**src/rtl/neuro_cfg_loader_pkg.sv**
```systemverilog
// Shared types and constants for the neuron configuration-chain loader.
package neuro_pkg;

  typedef enum logic [2:0] {
    IDLE,
    FILL,
    SHIFT,
    DONE,
    ERR
  } state_e;

  localparam int W_WIDTH    = 3;
  localparam int TSEL_WIDTH = 3;
  localparam int U_WIDTH    = 5;

  // Frame layout per neuron: wA, wB, wC, tSel, U
  localparam int BITS_PER_NEURON = 3 * W_WIDTH + TSEL_WIDTH + U_WIDTH;

  function automatic int bytes_for_bits(input int nbits);
    return (nbits + 7) / 8;
  endfunction

endpackage

```
**src/rtl/neuro_cfg_loader_if.sv**
```systemverilog
// Host byte stream into the loader: valid/ready handshake, byte transfers on valid && ready.
interface neuro_cfg_loader_if;
  logic [7:0] byte_in;
  logic       byte_valid;
  logic       byte_ready;

  modport master (output byte_in, output byte_valid, input byte_ready);
  modport slave  (input byte_in, input byte_valid, output byte_ready);
endinterface

```
**src/rtl/neuro_cfg_loader_rb_packer.sv**
```systemverilog
// Packs chain-tail bits MSB-first into readback bytes; a final partial byte is left-aligned.
module neuro_rb_packer (
  input  logic       clk,
  input  logic       rst,
  input  logic       en_i,
  input  logic       bit_i,
  input  logic       last_i,
  input  logic       abort_i,
  output logic [7:0] rb_byte_o,
  output logic       rb_valid_o
);

  logic [6:0] acc_q, acc_d;
  logic [2:0] cnt_q, cnt_d;
  logic [7:0] byte_q, byte_d;
  logic       valid_q, valid_d;
  logic [7:0] full;

  always_comb begin
    full    = {acc_q, bit_i};
    acc_d   = acc_q;
    cnt_d   = cnt_q;
    byte_d  = byte_q;
    valid_d = 1'b0;
    if (en_i) begin
      acc_d = full[6:0];
      if (cnt_q == 3'd7) begin
        byte_d  = full;
        valid_d = 1'b1;
        cnt_d   = 3'd0;
      end else if (last_i) begin
        // stale bits above the partial byte are shifted out the top
        byte_d  = full << (3'd7 - cnt_q);
        valid_d = 1'b1;
        cnt_d   = 3'd0;
      end else if (abort_i) begin
        cnt_d = 3'd0;
      end else begin
        cnt_d = cnt_q + 3'd1;
      end
    end
  end

  always_ff @(posedge clk or posedge rst) begin
    if (rst) begin
      acc_q   <= '0;
      cnt_q   <= '0;
      byte_q  <= '0;
      valid_q <= 1'b0;
    end else begin
      acc_q   <= acc_d;
      cnt_q   <= cnt_d;
      byte_q  <= byte_d;
      valid_q <= valid_d;
    end
  end

  assign rb_byte_o  = byte_q;
  assign rb_valid_o = valid_q;

endmodule

```
**src/rtl/neuro_cfg_loader.sv**
```systemverilog
// Serialises host configuration bytes onto the neuron configuration chain.
// Readback packer is built only with NEURO_CFG_READBACK_EN defined.
//
// state | meaning
// IDLE  | waiting for start
// FILL  | waiting for the first byte
// SHIFT | one chain bit per cycle, next byte buffered in the holding register
// DONE  | one-cycle completion pulse
// ERR   | underrun; err set, back to IDLE
module neuro_cfg_loader #(
  parameter int N_NEURONS       = 1,
  parameter int BITS_PER_NEURON = neuro_pkg::BITS_PER_NEURON
) (
  input  logic                clk,
  input  logic                nn_reset,
  input  logic                start,
  neuro_cfg_loader_if.slave   host,
  output logic                conf_en,
  output logic                cfg_bs,
  input  logic                bs_out,
  output logic [7:0]          rb_byte,
  output logic                rb_valid,
  output logic                busy,
  output logic                done,
  output logic                err
);
  import neuro_pkg::*;

  localparam int NBITS  = N_NEURONS * BITS_PER_NEURON;
  localparam int NBYTES = bytes_for_bits(NBITS);
  localparam int PAD    = 8 * NBYTES - NBITS;
  localparam int REM_W  = $clog2(NBITS + 1);
  localparam int CNT_W  = $clog2(NBYTES + 1);
  localparam logic [2:0] PAD_PTR = 3'(PAD);

  state_e           state_q, state_d;
  logic [7:0]       shift_q, shift_d;
  logic [7:0]       hold_q, hold_d;
  logic             hold_vld_q, hold_vld_d;
  logic [2:0]       ptr_q, ptr_d;
  logic [REM_W-1:0] rem_q, rem_d;
  logic [CNT_W-1:0] taken_q, taken_d;
  logic             err_q, err_d;

  logic byte_ready_c;
  logic accept;
  logic shift_last;
  logic shift_abort;

  always_comb begin
    state_d      = state_q;
    shift_d      = shift_q;
    hold_d       = hold_q;
    hold_vld_d   = hold_vld_q;
    ptr_d        = ptr_q;
    rem_d        = rem_q;
    taken_d      = taken_q;
    err_d        = err_q;
    byte_ready_c = 1'b0;
    accept       = 1'b0;
    conf_en      = 1'b0;
    cfg_bs       = 1'b0;
    done         = 1'b0;
    shift_last   = 1'b0;
    shift_abort  = 1'b0;
    case (state_q)
      IDLE: begin
        if (start) begin
          state_d = FILL;
          err_d   = 1'b0;
        end
      end
      FILL: begin
        byte_ready_c = 1'b1;
        if (host.byte_valid) begin
          shift_d = host.byte_in;
          ptr_d   = PAD_PTR;
          rem_d   = REM_W'(NBITS);
          taken_d = CNT_W'(1);
          state_d = SHIFT;
        end
      end
      SHIFT: begin
        conf_en      = 1'b1;
        cfg_bs       = shift_q[3'd7 - ptr_q];
        byte_ready_c = !hold_vld_q && (taken_q < CNT_W'(NBYTES));
        accept       = byte_ready_c && host.byte_valid;
        ptr_d        = ptr_q + 3'd1;
        rem_d        = rem_q - REM_W'(1);
        if (accept) begin
          hold_d     = host.byte_in;
          hold_vld_d = 1'b1;
          taken_d    = taken_q + CNT_W'(1);
        end
        if (rem_q == REM_W'(1)) begin
          shift_last = 1'b1;
          hold_vld_d = 1'b0;
          state_d    = DONE;
        end else if (ptr_q == 3'd7) begin
          // a byte arriving on the wrap edge goes straight into the shifter
          if (hold_vld_q) begin
            shift_d    = hold_q;
            hold_vld_d = 1'b0;
          end else if (accept) begin
            shift_d    = host.byte_in;
            hold_vld_d = 1'b0;
          end else begin
            shift_abort = 1'b1;
            err_d       = 1'b1;
            state_d     = IDLE;
          end
        end
      end
      DONE: begin
        done    = 1'b1;
        state_d = IDLE;
      end
      ERR: begin
        err_d   = 1'b1;
        state_d = IDLE;
      end
      default: state_d = IDLE;
    endcase
  end

  always_ff @(posedge clk or posedge nn_reset) begin
    if (nn_reset) begin
      state_q    <= IDLE;
      shift_q    <= '0;
      hold_q     <= '0;
      hold_vld_q <= 1'b0;
      ptr_q      <= '0;
      rem_q      <= '0;
      taken_q    <= '0;
      err_q      <= 1'b0;
    end else begin
      state_q    <= state_d;
      shift_q    <= shift_d;
      hold_q     <= hold_d;
      hold_vld_q <= hold_vld_d;
      ptr_q      <= ptr_d;
      rem_q      <= rem_d;
      taken_q    <= taken_d;
      err_q      <= err_d;
    end
  end

  assign host.byte_ready = byte_ready_c;
  assign busy            = (state_q != IDLE);
  assign err             = err_q;

`ifdef NEURO_CFG_READBACK_EN
  neuro_rb_packer u_rb_packer (
    .clk        (clk),
    .rst        (nn_reset),
    .en_i       (conf_en),
    .bit_i      (bs_out),
    .last_i     (shift_last),
    .abort_i    (shift_abort),
    .rb_byte_o  (rb_byte),
    .rb_valid_o (rb_valid)
  );
`else
  logic unused_rb;
  assign unused_rb = bs_out ^ shift_last ^ shift_abort;
  assign rb_byte   = 8'h00;
  assign rb_valid  = 1'b0;
`endif

endmodule

```
**src/flat_wrapper.sv**
```systemverilog
// flat-port wrapper written by rule: the top's interface ports become plain ports
module neuro_cfg_loader_flat import neuro_pkg::*;
#(
  parameter int N_NEURONS       = 1,
  parameter int BITS_PER_NEURON = neuro_pkg::BITS_PER_NEURON
)
  (clk, nn_reset, start, conf_en, cfg_bs, bs_out, rb_byte, rb_valid, busy, done, err, host_byte_in, host_byte_valid, host_byte_ready);
  neuro_cfg_loader_if host_i ();
  input  logic clk;
  input  logic nn_reset;
  input  logic start;
  output logic conf_en;
  output logic cfg_bs;
  input  logic bs_out;
  output logic [7:0] rb_byte;
  output logic rb_valid;
  output logic busy;
  output logic done;
  output logic err;
  input wire logic [$bits(host_i.byte_in)-1:0] host_byte_in;
  input wire logic [$bits(host_i.byte_valid)-1:0] host_byte_valid;
  output wire logic [$bits(host_i.byte_ready)-1:0] host_byte_ready;
  assign host_i.byte_in = host_byte_in;
  assign host_i.byte_valid = host_byte_valid;
  assign host_byte_ready = host_i.byte_ready;
  neuro_cfg_loader #(.N_NEURONS(N_NEURONS), .BITS_PER_NEURON(BITS_PER_NEURON)) u_core (.clk(clk), .nn_reset(nn_reset), .start(start), .host(host_i), .conf_en(conf_en), .cfg_bs(cfg_bs), .bs_out(bs_out), .rb_byte(rb_byte), .rb_valid(rb_valid), .busy(busy), .done(done), .err(err));
endmodule
```
**config.mk**
```make
export PLATFORM = sky130hd
export DESIGN_NAME = neuro_cfg_loader_flat
export DESIGN_NICKNAME = d
export VERILOG_FILES = /design/src/rtl/neuro_cfg_loader_pkg.sv /design/src/rtl/neuro_cfg_loader_if.sv /design/src/rtl/neuro_cfg_loader_rb_packer.sv /design/src/rtl/neuro_cfg_loader.sv /design/src/flat_wrapper.sv
export SDC_FILE = /design/constraint.sdc
export NUM_CORES = 1
export LEC_CHECK = 0
export ABC_CLOCK_PERIOD_IN_PS = 4800
export BUFFER_PORTS_ARGS = -buffer_cell sky130_fd_sc_hd__buf_2
export CAP_MARGIN = 20
export CORE_ASPECT_RATIO = 0.5
export CORE_MARGIN = 10
export CORE_UTILIZATION = 47
export DETAILED_ROUTE_END_ITERATION = 7
export GPL_TIMING_DRIVEN = 0
export PLACE_DENSITY = 0.73
export SLEW_MARGIN = 10
export SYNTH_ARGS = -nofsm -noshare
export SYNTH_HDL_FRONTEND = slang
export SYNTH_SLANG_ARGS = --single-unit
export TNS_END_PERCENT = 100
```
**constraint.sdc**
```tcl
create_clock -name clk -period 4.8 [get_ports clk]
set_clock_uncertainty 0.2 [all_clocks]
set_input_delay 0.48 -clock clk [delete_from_list [all_inputs] [get_ports clk]]
set_output_delay 0.48 -clock clk [all_outputs]
set_load 0.05 [all_outputs]
```
==> results of run 1 <==
[cells by family after synthesis]
| group | count (synthesis) | share of synthesized area (%) |
|---|---|---|
| AO/OA/AOI/OAI | 31 | 12.4 |
| multiplexers | 30 | 20.6 |
| flip-flops | 30 | 43.4 |
| AND/OR/NAND/NOR | 27 | 9.91 |
| buffers and inverters | 21 | 6.95 |
| adder cells (fa/ha/maj) | 9 | 6.51 |
| other | 1 | 0.217 |
[cell usage in the layout, fill, tap and decap left out, types with 2 or more instances in the layout]
cell type / n
dfrtp_1: 30
mux2_2: 25
buf_2: 17
buf_4: 11
inv_1: 9
ha_1: 9
conb_1: 9
nor2_1: 8
o21ai_0: 6
clkbuf_8: 6
a21oi_1: 5
nand2_1: 4
o21a_1: 4
a22o_1: 4
nand2b_1: 3
nor2b_1: 3
mux2i_1: 3
nand3_1: 3
o22a_1: 2
a31oi_1: 2
mux4_2: 2
[final timing paths]
| path | end | slack (ns) | depth (start not counted) |
|---|---|---|---|
| worst min-delay path | u_core.hold_q[4]$_DFFE_PP0P_ | 0.09 | 2 |
| worst min register to register | u_core.shift_q[0]$_DFFE_PP0P_ | 0.30 | 1 |
| max in group asynchronous | u_core.rem_q[3]$_DFFE_PP0P_ | 3.81 | 3 |
| min in group clk | u_core.hold_q[2]$_DFFE_PP0P_ | 0.24 | 2 |
| worst max-delay path | cfg_bs | 2.06 | 6 |
| worst max register to register | u_core.shift_q[6]$_DFFE_PP0P_ | 2.58 | 6 |
[flip-flops by register name, summed over array words and instances, names as in the netlist]
register / count
u_core.err: 1
u_core.hold_q: 8
u_core.hold_vld_q: 1
u_core.ptr_q: 3
u_core.rem_q: 5
u_core.shift_q: 8
u_core.state_q: 2
u_core.taken_q: 2
[routing by layer]
layer  track usage (%)  routed length [um]
met5                 0                   0
met4              3.86                  41
met3              5.25                 198
met2              16.3                1580
met1              12.2                1510
[power groups by stage]
stage	Clock [uW]	Sequential, uW	Combinational [uW]
after floorplan	0	463	545
after global placement	0	472	639
after detailed placement	0	480	664
after CTS	264	476	669
after global routing	280	493	729
final	258	476	660
[final cells by class]
class / count / area [um^2] / area share (%)
Sequential cell: 30 / 751 / 36.7
Timing Repair Buffer: 18 / 113 / 5.50
Clock inverter: 1 / 30.0 / 1.47
Clock buffer: 6 / 82.6 / 4.03
Buffer: 12 / 86.3 / 4.22
Inverter: 9 / 33.8 / 1.65
Multi-Input combinational cell: 106 / 888 / 43.4
Tap cell: 51 / 63.8 / 3.12
[metrics by stage]
step	setup slack (ns)	std cells	instance area (um^2)	power, uW	utilization (%)
after detailed placement	2.37	226	1940	1140	55.4
after CTS	2.05	233	2050	1410	58.7
after global placement	2.40	225	1910	1110	54.7
after floorplan	1.85	157	1760	1010	-
after global routing	1.88	233	2050	1500	58.7
final	2.06	233	2050	1390	58.7
==> flow_summary_export.csv, run 1 <==
group,metric,value,unit
status,status,"complete, no violations",
cts,cts_sinks,30,
sta,rsz0062_at_grt,"no",
finish,layout-drive-gt1-share,38.5,%
power,p_leak,0.000947,uW
synthesis,synth_area_leaders,"dfrtp_1, mux2_2, ha_1",
floorplan,die_area,6650,um^2
synthesis,synthCells,149,
finish,syn2layout_area_growth,18.5,%
synthesis,yosysTopAreaCell,"dfrtp_1",
synthesis,yosys_warnings,0,
setup_path,r2r-start,"u_core.state_q[0]$_DFFE_PP0P_",
drt,drc_errors,0,
synthesis,seq_area_frac_synth,43.4,%
synthesis,yosys_most_used_dff,"dfrtp_1",
run,cap_violations,0,
cts,post_cts_buffers,0,
synthesis,yosys_register_bits,30,
power,power.switching,535,uW
synthesis,yosys-top-cells-count,"dfrtp_1, mux2_2, buf_4",
worst_hold_path,min_path_type,"input pin to asynchronous set/reset pin",
setup_path,worstPathMaxFanout,10,
cts,cts_hold_buf,0,
drt,ant_nets,0,
floorplan,die_w,106,um
synthesis,synth_top_area_share,43.4,%
place,place_congestion,0.743,
setup_path,cp_slowest_cell,"dfrtp_1",
grt,grt_max_degree,17,
synthesis,synth_most_common_cell,"dfrtp_1",
floorplan,std_cell_rows,15,
synthesis,synth_cell_types,34,
drt,vias_per_cell,5.09,
finish,fillers,306,
setup_path,cpLargestDelayFamily,"buffers and inverters",
setup_path,end_kind,"output port",
place,port_buffers,17,
power,seqPwrFrac,34.1,%
sta,fmax,365,MHz
grt,track_usage,10.5,%
grt,grt_pass1_wl,5.72,mm
drt,num_vias,1187,
setup_path,cpPeakStageDelay,0.44,ns
sta,setup_tns,0,ns
cts,clkSlewWorstSetupHoldPaths,0.06,ns
cts,clockRootBuffer,"clkbuf_8",
drt,drtPass1Iterations,4,
floorplan,initial_core_util,49.5,%
power,p_int,859,uW
place,dp_hpwl,2.51,mm
cts,cts.path.max_buffers,2,
synthesis,synthArstFlopShare,100,%
cts,cts_resized,0,
sta,final_max_slew_viol_count,0,
floorplan,io_pins,28,
setup_path,arrival,2.06,ns
sta,timing.final.crit_share,57.1,%
sta,relSlewSlack,55.6,%
floorplan,fp.coreArea,3490,um^2
sta,worst_pin_slew,0.666,ns
sta,holdWs,0.0872,ns
grt,grt_overflow,0,
finish,diodes,0,
cts,cts_buffers,5,
finish,fin_nets,204,
floorplan,die-height,62.9,um
setup_path,start_kind,"register",
sta,min_period,2.74,ns
power,p_comb_share,47.4,%
drt,wl_per_cell,14.3,um
setup_path,path_cells,"inv_1 -> ha_1 -> buf_4 -> clkbuf_1 -> nor2b_1 -> buf_2",
synthesis,syn_avg_cell_area,11.6,um^2
setup_path,path_buf_inv,4,
power,swShare,38.4,%
grt,grt_pass1_vias,1229,
synthesis,synth_edf_count,0,
cts,htreeDepth,2,
cts,tritoncts,"built",
cts,clk_latency,0.28,ns
power,pwr-share-clk,18.5,%
drt,drt_iter0_drc,55,
sta,hold_violations,0,
setup_path,worstSetupPathType,"register to output port",
synthesis,syn-cell-area,1730,um^2
drt,routed_wl,3.34,mm
power,power.density,681,nW/um^2
sta,setup_viol,0,
grt,antenna_found_initial,0,
power,vdd_drop_max,0.203,mV
setup_path,startpoint,"u_core.state_q[0]$_DFFE_PP0P_",
setup_path,crit_required,4.12,ns
No activity file was read; power rests on OpenSTA's default activity.
==> inputs of run 2 (changes only) <==
--- a/config.mk
+++ b/config.mk
@@ -5,7 +5,7 @@
 export SDC_FILE = /design/constraint.sdc
 export NUM_CORES = 1
 export LEC_CHECK = 0
-export ABC_CLOCK_PERIOD_IN_PS = 4800
+export ABC_CLOCK_PERIOD_IN_PS = 2400
 export BUFFER_PORTS_ARGS = -buffer_cell sky130_fd_sc_hd__buf_2
 export CAP_MARGIN = 20
 export CORE_ASPECT_RATIO = 0.5
@@ -13,7 +13,7 @@
 export CORE_UTILIZATION = 47
 export DETAILED_ROUTE_END_ITERATION = 7
 export GPL_TIMING_DRIVEN = 0
-export PLACE_DENSITY = 0.73
+export PLACE_DENSITY = 0.76
 export SLEW_MARGIN = 10
 export SYNTH_ARGS = -nofsm -noshare
 export SYNTH_HDL_FRONTEND = slang
==> constraint.sdc (replaced) <==
create_clock -name clk -period 2.4 [get_ports clk]
set_clock_uncertainty 0.2 [all_clocks]
set_input_delay 0.24 -clock clk [delete_from_list [all_inputs] [get_ports clk]]
set_output_delay 0.24 -clock clk [all_outputs]
set_load 0.05 [all_outputs]
==> run 2 against run 1 <==
Effect of this change:
- first-iteration DRC count fell by 40%
- highest routed layer unchanged
- clock-buffer cell count rose by 1
- wire length fell by 0.27%
- cell area rose by 1.7%
- worst hold slack got worse by 0.079 ns
- sequential power rose by 100%
==> flow_summary_export.csv, run 2 (synthesis gave the netlist of run 1 again) <==
group,metric,value,unit
status,status,"complete, no violations",
finish,syn2layout_area_growth,20.5,%
drt,vias_per_cell,4.86,
finish,fin_nets,208,
sta,rsz0062_at_grt,"no",
setup_path,arrival,1.81,ns
floorplan,fp.coreArea,3490,um^2
drt,ant_nets,0,
power,vdd_drop_max,0.499,mV
setup_path,worstSetupPathType,"register to output port",
place,port_buffers,17,
cts,htreeDepth,2,
finish,mostFrequentLayoutCell,"dfrtp_1",
grt,antenna_found_initial,0,
place,place_congestion,0.744,
cts,post_cts_buffers,0,
setup_path,cpLargestDelayFamily,"multiplexers",
cts,clockRootBuffer,"clkbuf_8",
power,swShare,40.0,%
sta,setup_tns,0,ns
sta,relSlewSlack,56.3,%
sta,hold_violations,0,
drt,drc_errors,0,
sta,timing.final.crit_share,93.6,%
cts,clk_latency,0.28,ns
drt,routed_wl,3.33,mm
drt,drtPass1Iterations,4,
sta,min_period,2.25,ns
setup_path,crit_required,1.96,ns
sta,fmax,445,MHz
cts,tritoncts,"built",
power,power,2710,uW
power,p_leak,0.000959,uW
setup_path,cpPeakStageDelay,0.53,ns
floorplan,die_area,6650,um^2
setup_path,end_kind,"output port",
grt,grt_pass1_wl,5.62,mm
cts,cts_sinks,30,
place,dpl_worst_slack,0.113,ns
setup_path,cp_slowest_cell,"mux4_2",
grt,grt_overflow,0,
sta,worst_pin_slew,0.655,ns
power,p_int,1630,uW
drt,drt_iter0_drc,33,
power,power.density,1300,nW/um^2
cts,clkSlewWorstSetupHoldPaths,0.06,ns
drt,wl_per_cell,14.0,um
sta,setup_viol,0,
power,p_comb_share,49.4,%
finish,layout-drive-gt1-share,38.5,%
worst_hold_path,min_path_type,"input pin to register",
power,power.switching,1080,uW
grt,track_usage,10.2,%
setup_path,start_kind,"register",
floorplan,io_pins,28,
setup_path,worstPathMaxFanout,5,
grt,grt_max_degree,20,
power,pwr-share-clk,15.4,%
sta,final_max_slew_viol_count,0,
cts,cts_buffers,5,
floorplan,initial_core_util,49.5,%
finish,reg_top3,"u_core.hold_q (8), u_core.shift_q (8), u_core.rem_q (5)",
drt,num_vias,1157,
setup_path,path_cells,"mux4_2 -> mux2i_1 -> nor2b_4 -> buf_2",
floorplan,std_cell_rows,15,
floorplan,die-height,62.9,um
run,cap_violations,0,
floorplan,die_w,106,um
power,seqPwrFrac,35.2,%
grt,grt_pass1_vias,1221,
place,dp_hpwl,2.49,mm
finish,most-common-layout-cells,"dfrtp_1, mux2_2, buf_2, buf_4",
finish,diodes,0,
cts,cts.path.max_buffers,2,
sta,finalWorstSetupSlack,0.154,ns
setup_path,path_buf_inv,1,
finish,fillers,286,
-- run 2: what timing repair did --
action | 4_1_cts | 5_1_grt
hold buffers | 3 | 2
setup endpoints to repair | 1 | 7
gates resized for setup | 0 | 1
hold endpoints to repair | 16 | 2
-- run 2: stage by stage --
step                      hold slack (ns)  instance area [um^2]  cells  util, %
after floorplan                     0.131                  1770    157        -
after global placement              0.283                  1920    225     54.9
after detailed placement            0.161                  1940    226     55.7
after CTS                        0.000321                  2060    236     59.0
after global routing              0.00384                  2080    238     59.7
final                             0.00786                  2080    238     59.7
-- run 2: path summary, 6_finish.rpt --
| path | startpoint | to | slack [ns] | cells past startpoint |
|---|---|---|---|---|
| max in group asynchronous | nn_reset | u_core.rem_q[3]$_DFFE_PP0P_ | 1.11 | 4 |
| hold / removal | host_byte_in[4] | u_core.hold_q[4]$_DFFE_PP0P_ | 0.008 | 2 |
| setup reg to reg | u_core.state_q[0]$_DFFE_PP0P_ | u_core.shift_q[7]$_DFFE_PP0P_ | 0.22 | 6 |
| setup / recovery | u_core.ptr_q[0]$_DFFE_PP0P_ | cfg_bs | 0.15 | 4 |
| min in group asynchronous | nn_reset | u_core.shift_q[7]$_DFFE_PP0P_ | 0.39 | 3 |
| hold reg to reg | u_core.hold_q[5]$_DFFE_PP0P_ | u_core.hold_q[5]$_DFFE_PP0P_ | 0.30 | 1 |
-- run 2: layer usage --
| metal | up-vias | part of all wire (%) | track usage, % |
|---|---|---|---|
| met1 | 541 | 47 | 11.5 |
| met2 | 23 | 46 | 16.3 |
| met5 | - | 0 | 0 |
| li1 | 588 | - | - |
| met4 | 0 | 0.93 | 4.19 |
| met3 | 5 | 6.5 | 4.94 |
-- run 2: area by class of cell --
type	instances	area (um^2)	area share [%]
Sequential cell	30	751	36.0
Inverter	9	33.8	1.62
Buffer	11	82.6	3.96
Clock buffer	7	86.3	4.14
Multi-Input combinational cell	106	898	43.1
Tap cell	51	63.8	3.06
Timing Repair Buffer	23	163	7.81
Clock inverter	1	5.00	0.240
-- run 2: power groups by stage --
| stage | clock [uW] | combinational [uW] | sequential, uW |
|---|---|---|---|
| floorplan | 0 | 1110 | 926 |
| global placement | 0 | 1290 | 942 |
| detailed placement | 0 | 1350 | 960 |
| finish | 417 | 1340 | 952 |
| global route | 456 | 1470 | 984 |
| CTS | 429 | 1360 | 951 |
-- run 2: worst register-to-register path, cell delays in order (launching register included) --
cell	delay, ns
dfrtp_1	0.45
inv_1	0.10
ha_1	0.25
buf_4	0.22
nand2_2	0.21
mux2_2	0.37
mux2_2	0.26
==> inputs of run 3 (changes only) <==
--- a/config.mk
+++ b/config.mk
@@ -5,7 +5,7 @@
 export SDC_FILE = /design/constraint.sdc
 export NUM_CORES = 1
 export LEC_CHECK = 0
-export ABC_CLOCK_PERIOD_IN_PS = 2400
+export ABC_CLOCK_PERIOD_IN_PS = 2500
 export BUFFER_PORTS_ARGS = -buffer_cell sky130_fd_sc_hd__buf_2
 export CAP_MARGIN = 20
 export CORE_ASPECT_RATIO = 0.5
@@ -13,9 +13,10 @@
 export CORE_UTILIZATION = 47
 export DETAILED_ROUTE_END_ITERATION = 7
 export GPL_TIMING_DRIVEN = 0
-export PLACE_DENSITY = 0.76
+export PLACE_DENSITY = 0.73
 export SLEW_MARGIN = 10
 export SYNTH_ARGS = -nofsm -noshare
 export SYNTH_HDL_FRONTEND = slang
+export SYNTH_HIERARCHICAL = 1
 export SYNTH_SLANG_ARGS = --single-unit
 export TNS_END_PERCENT = 100
==> constraint.sdc (replaced) <==
create_clock -name clk -period 2.5 [get_ports clk]
set_clock_uncertainty 0.2 [all_clocks]
set_input_delay 0.25 -clock clk [delete_from_list [all_inputs] [get_ports clk]]
set_output_delay 0.25 -clock clk [all_outputs]
set_load 0.02 [all_outputs]
==> run 3 against run 2 <==
Effect of this change:
- core utilization down 0.60 points
- critical path type unchanged
- via count up 7.2%
- die area up 1.1%
==> flow_summary_export.csv, run 3 <==
group,metric,value,unit
status,status,"complete, no violations",
setup_path,rrSetupSlack,0.16,ns
synthesis,synthArstFlopShare,100,%
setup_path,path_buf_inv,4,
synthesis,seq_area_frac_synth,42.8,%
setup_path,r2r-start,"u_core/state_q[0]$_DFFE_PP0P_",
power,vdd_drop_max,0.428,mV
setup_path,path_common_cell,"clkbuf_4",
sta,fmax,425,MHz
synthesis,syn-cell-area,1750,um^2
sta,worst_pin_slew,0.705,ns
floorplan,initial_core_util,50.0,%
finish,fillers,286,
drt,num_vias,1240,
place,dp_cells,230,
run,cap_violations,0,
finish,utilization,59.1,%
setup_path,crit_end,"cfg_bs",
place,dp_hpwl,2.51,mm
grt,grt_overflow,0,
power,power.density,1270,nW/um^2
synthesis,yosys_warnings,6,
setup_path,cpLargestDelayFamily,"buffers and inverters",
finish,syn2layout_area_growth,18.2,%
grt,grt_pass1_wl,5.92,mm
cts,cts_buffers,5,
synthesis,synthCells,153,
sta,min_period,2.36,ns
cts,clk_latency,0.28,ns
grt,antenna_found_initial,0,
finish,diodes,0,
cts,post_cts_buffers,0,
cts,cts.path.max_buffers,2,
cts,htreeDepth,2,
finish,stdcell_area,2070,um^2
cts,cts_sinks,30,
sta,final_max_slew_viol_count,0,
sta,relSlewSlack,52.9,%
sta,setup_viol,0,
floorplan,fp.coreArea,3510,um^2
sta,rsz0062_at_grt,"no",
floorplan,die_w,106,um
floorplan,die_area,6720,um^2
finish,layout-drive-gt1-share,37.2,%
drt,wl_per_cell,14.3,um
drt,drt_iter0_drc,58,
setup_path,r2r-end,"u_core/shift_q[7]$_DFFE_PP0P_",
setup_path,worstSetupPathType,"register to output port",
synthesis,yosys_most_used_dff,"dfrtp_1",
drt,ant_nets,0,
setup_path,start_kind,"register",
finish,final_cells,239,
setup_path,path_cells,"inv_1 -> ha_1 -> clkbuf_4 -> clkbuf_4 -> nor2b_1 -> buf_2",
place,place_congestion,0.745,
grt,grt_max_degree,17,
setup_path,cp_slowest_cell,"dfrtp_1",
synthesis,yosys-top-cells-count,"dfrtp_1, mux2_2, ha_1",
synthesis,yosys_register_bits,30,
grt,grt_pass1_vias,1282,
sta,timing.final.crit_share,94.2,%
power,power,2640,uW
floorplan,die-height,63.2,um
setup_path,end_kind,"output port",
sta,hold_violations,0,
synthesis,synth_top_area_share,42.8,%
finish,mostFrequentLayoutCell,"dfrtp_1",
cts,clkSlewWorstSetupHoldPaths,0.06,ns
synthesis,synth_most_common_cell,"dfrtp_1",
worst_hold_path,min_path_type,"input pin to register",
setup_path,cpPeakStageDelay,0.46,ns
drt,drtPass1Iterations,4,
drt,routed_wl,3.41,mm
synthesis,synth_edf_count,0,
setup_path,ff2ff_path_depth,6,
sta,setup_tns,0,ns
grt,track_usage,10.6,%
setup_path,crit_cells,6,
cts,clockRootBuffer,"clkbuf_8",
finish,reg_top3,"u_core/hold_q (8), u_core/shift_q (8), u_core/rem_q (5)",
finish,most-common-layout-cells,"dfrtp_1, mux2_2, buf_2, ha_1",
drt,vias_per_cell,5.19,
synthesis,yosysTopAreaCell,"dfrtp_1",
place,place_area,1960,um^2
cts,tritoncts,"built",
floorplan,io_pins,28,
setup_path,crit_required,2.05,ns
synthesis,synth_area_leaders,"dfrtp_1, mux2_2, ha_1",
synthesis,synth_cell_types,35,
finish,fin_nets,210,
synthesis,syn_avg_cell_area,11.5,um^2
drt,drc_errors,0,
floorplan,std_cell_rows,15,
setup_path,worstPathMaxFanout,10,
setup_path,arrival,1.91,ns
place,port_buffers,17,
power,p_leak,0.000954,uW
setup_path,startpoint,"u_core/state_q[0]$_DFFE_PP0P_",
run 3: cells by family after synthesis:
kind of cell,Yosys count,share of synthesized area [%]
AOI/OAI and AO/OA,27,10.9
adders and majority gates,10,7.13
buffers and inverters,19,6.13
DFF,30,42.8
muxes,32,21.5
other,1,0.214
and+or+nand+nor,34,11.3
run 3: per-stage QoR:
step                      hold WS, ns  setup slack (ns)
after floorplan                 0.141             0.320
after global placement          0.266             0.205
after detailed placement        0.187             0.139
after CTS                     0.00704            0.0606
after global routing           0.0124           0.00506
final                          0.0141             0.145
run 3: area by class of cell:
class                   count  area [um^2]  share of cell area [%]
plain buffers              12         87.6                    4.22
clock buffers               7         86.3                    4.16
clock inverters             1         5.00                   0.241
inverters                   7         26.3                    1.27
multi-input cells         112          931                    44.9
flip-flops and latches     30          751                    36.2
well taps                  51         63.8                    3.08
repair buffers             19          123                    5.91
run 3: per-layer routing:
layer | global-route usage [%] | part of all wire, % | up-vias
li1 | - | - | 598
met1 | 12.1 | 45 | 602
met2 | 17.3 | 48 | 33
met3 | 3.55 | 5.4 | 7
met4 | 5.70 | 1.3 | 0
met5 | 0 | 0 | -
run 3: what timing repair did:
| item | in CTS | in global routing |
|---|---|---|
| setup endpoints to repair | 1 | 2 |
| hold buffers | 1 | 0 |
| hold endpoints to repair | 15 | 0 |
| gates resized for setup | 1 | 4 |
run 3: worst min-delay path by stage:
stage,from,end,slack [ns],depth (start not counted)
floorplan,nn_reset,u_core/err$_DFFE_PP0P_,0.14,1
detailed placement,nn_reset,u_core/hold_q[7]$_DFFE_PP0P_,0.19,2
global route,host_byte_in[6],u_core/hold_q[6]$_DFFE_PP0P_,0.01,2
finish,host_byte_in[3],u_core/hold_q[3]$_DFFE_PP0P_,0.01,2
CTS,host_byte_in[3],u_core/hold_q[3]$_DFFE_PP0P_,0.007,2
global placement,u_core/taken_q[0]$_DFFE_PP0P_,u_core/taken_q[0]$_DFFE_PP0P_,0.27,1
run 3: where the power goes:
group | total (uW) | internal, uW | switching, uW
clock network | 398 | 222 | 177
logic | 1320 | 678 | 646
registers | 913 | 723 | 190
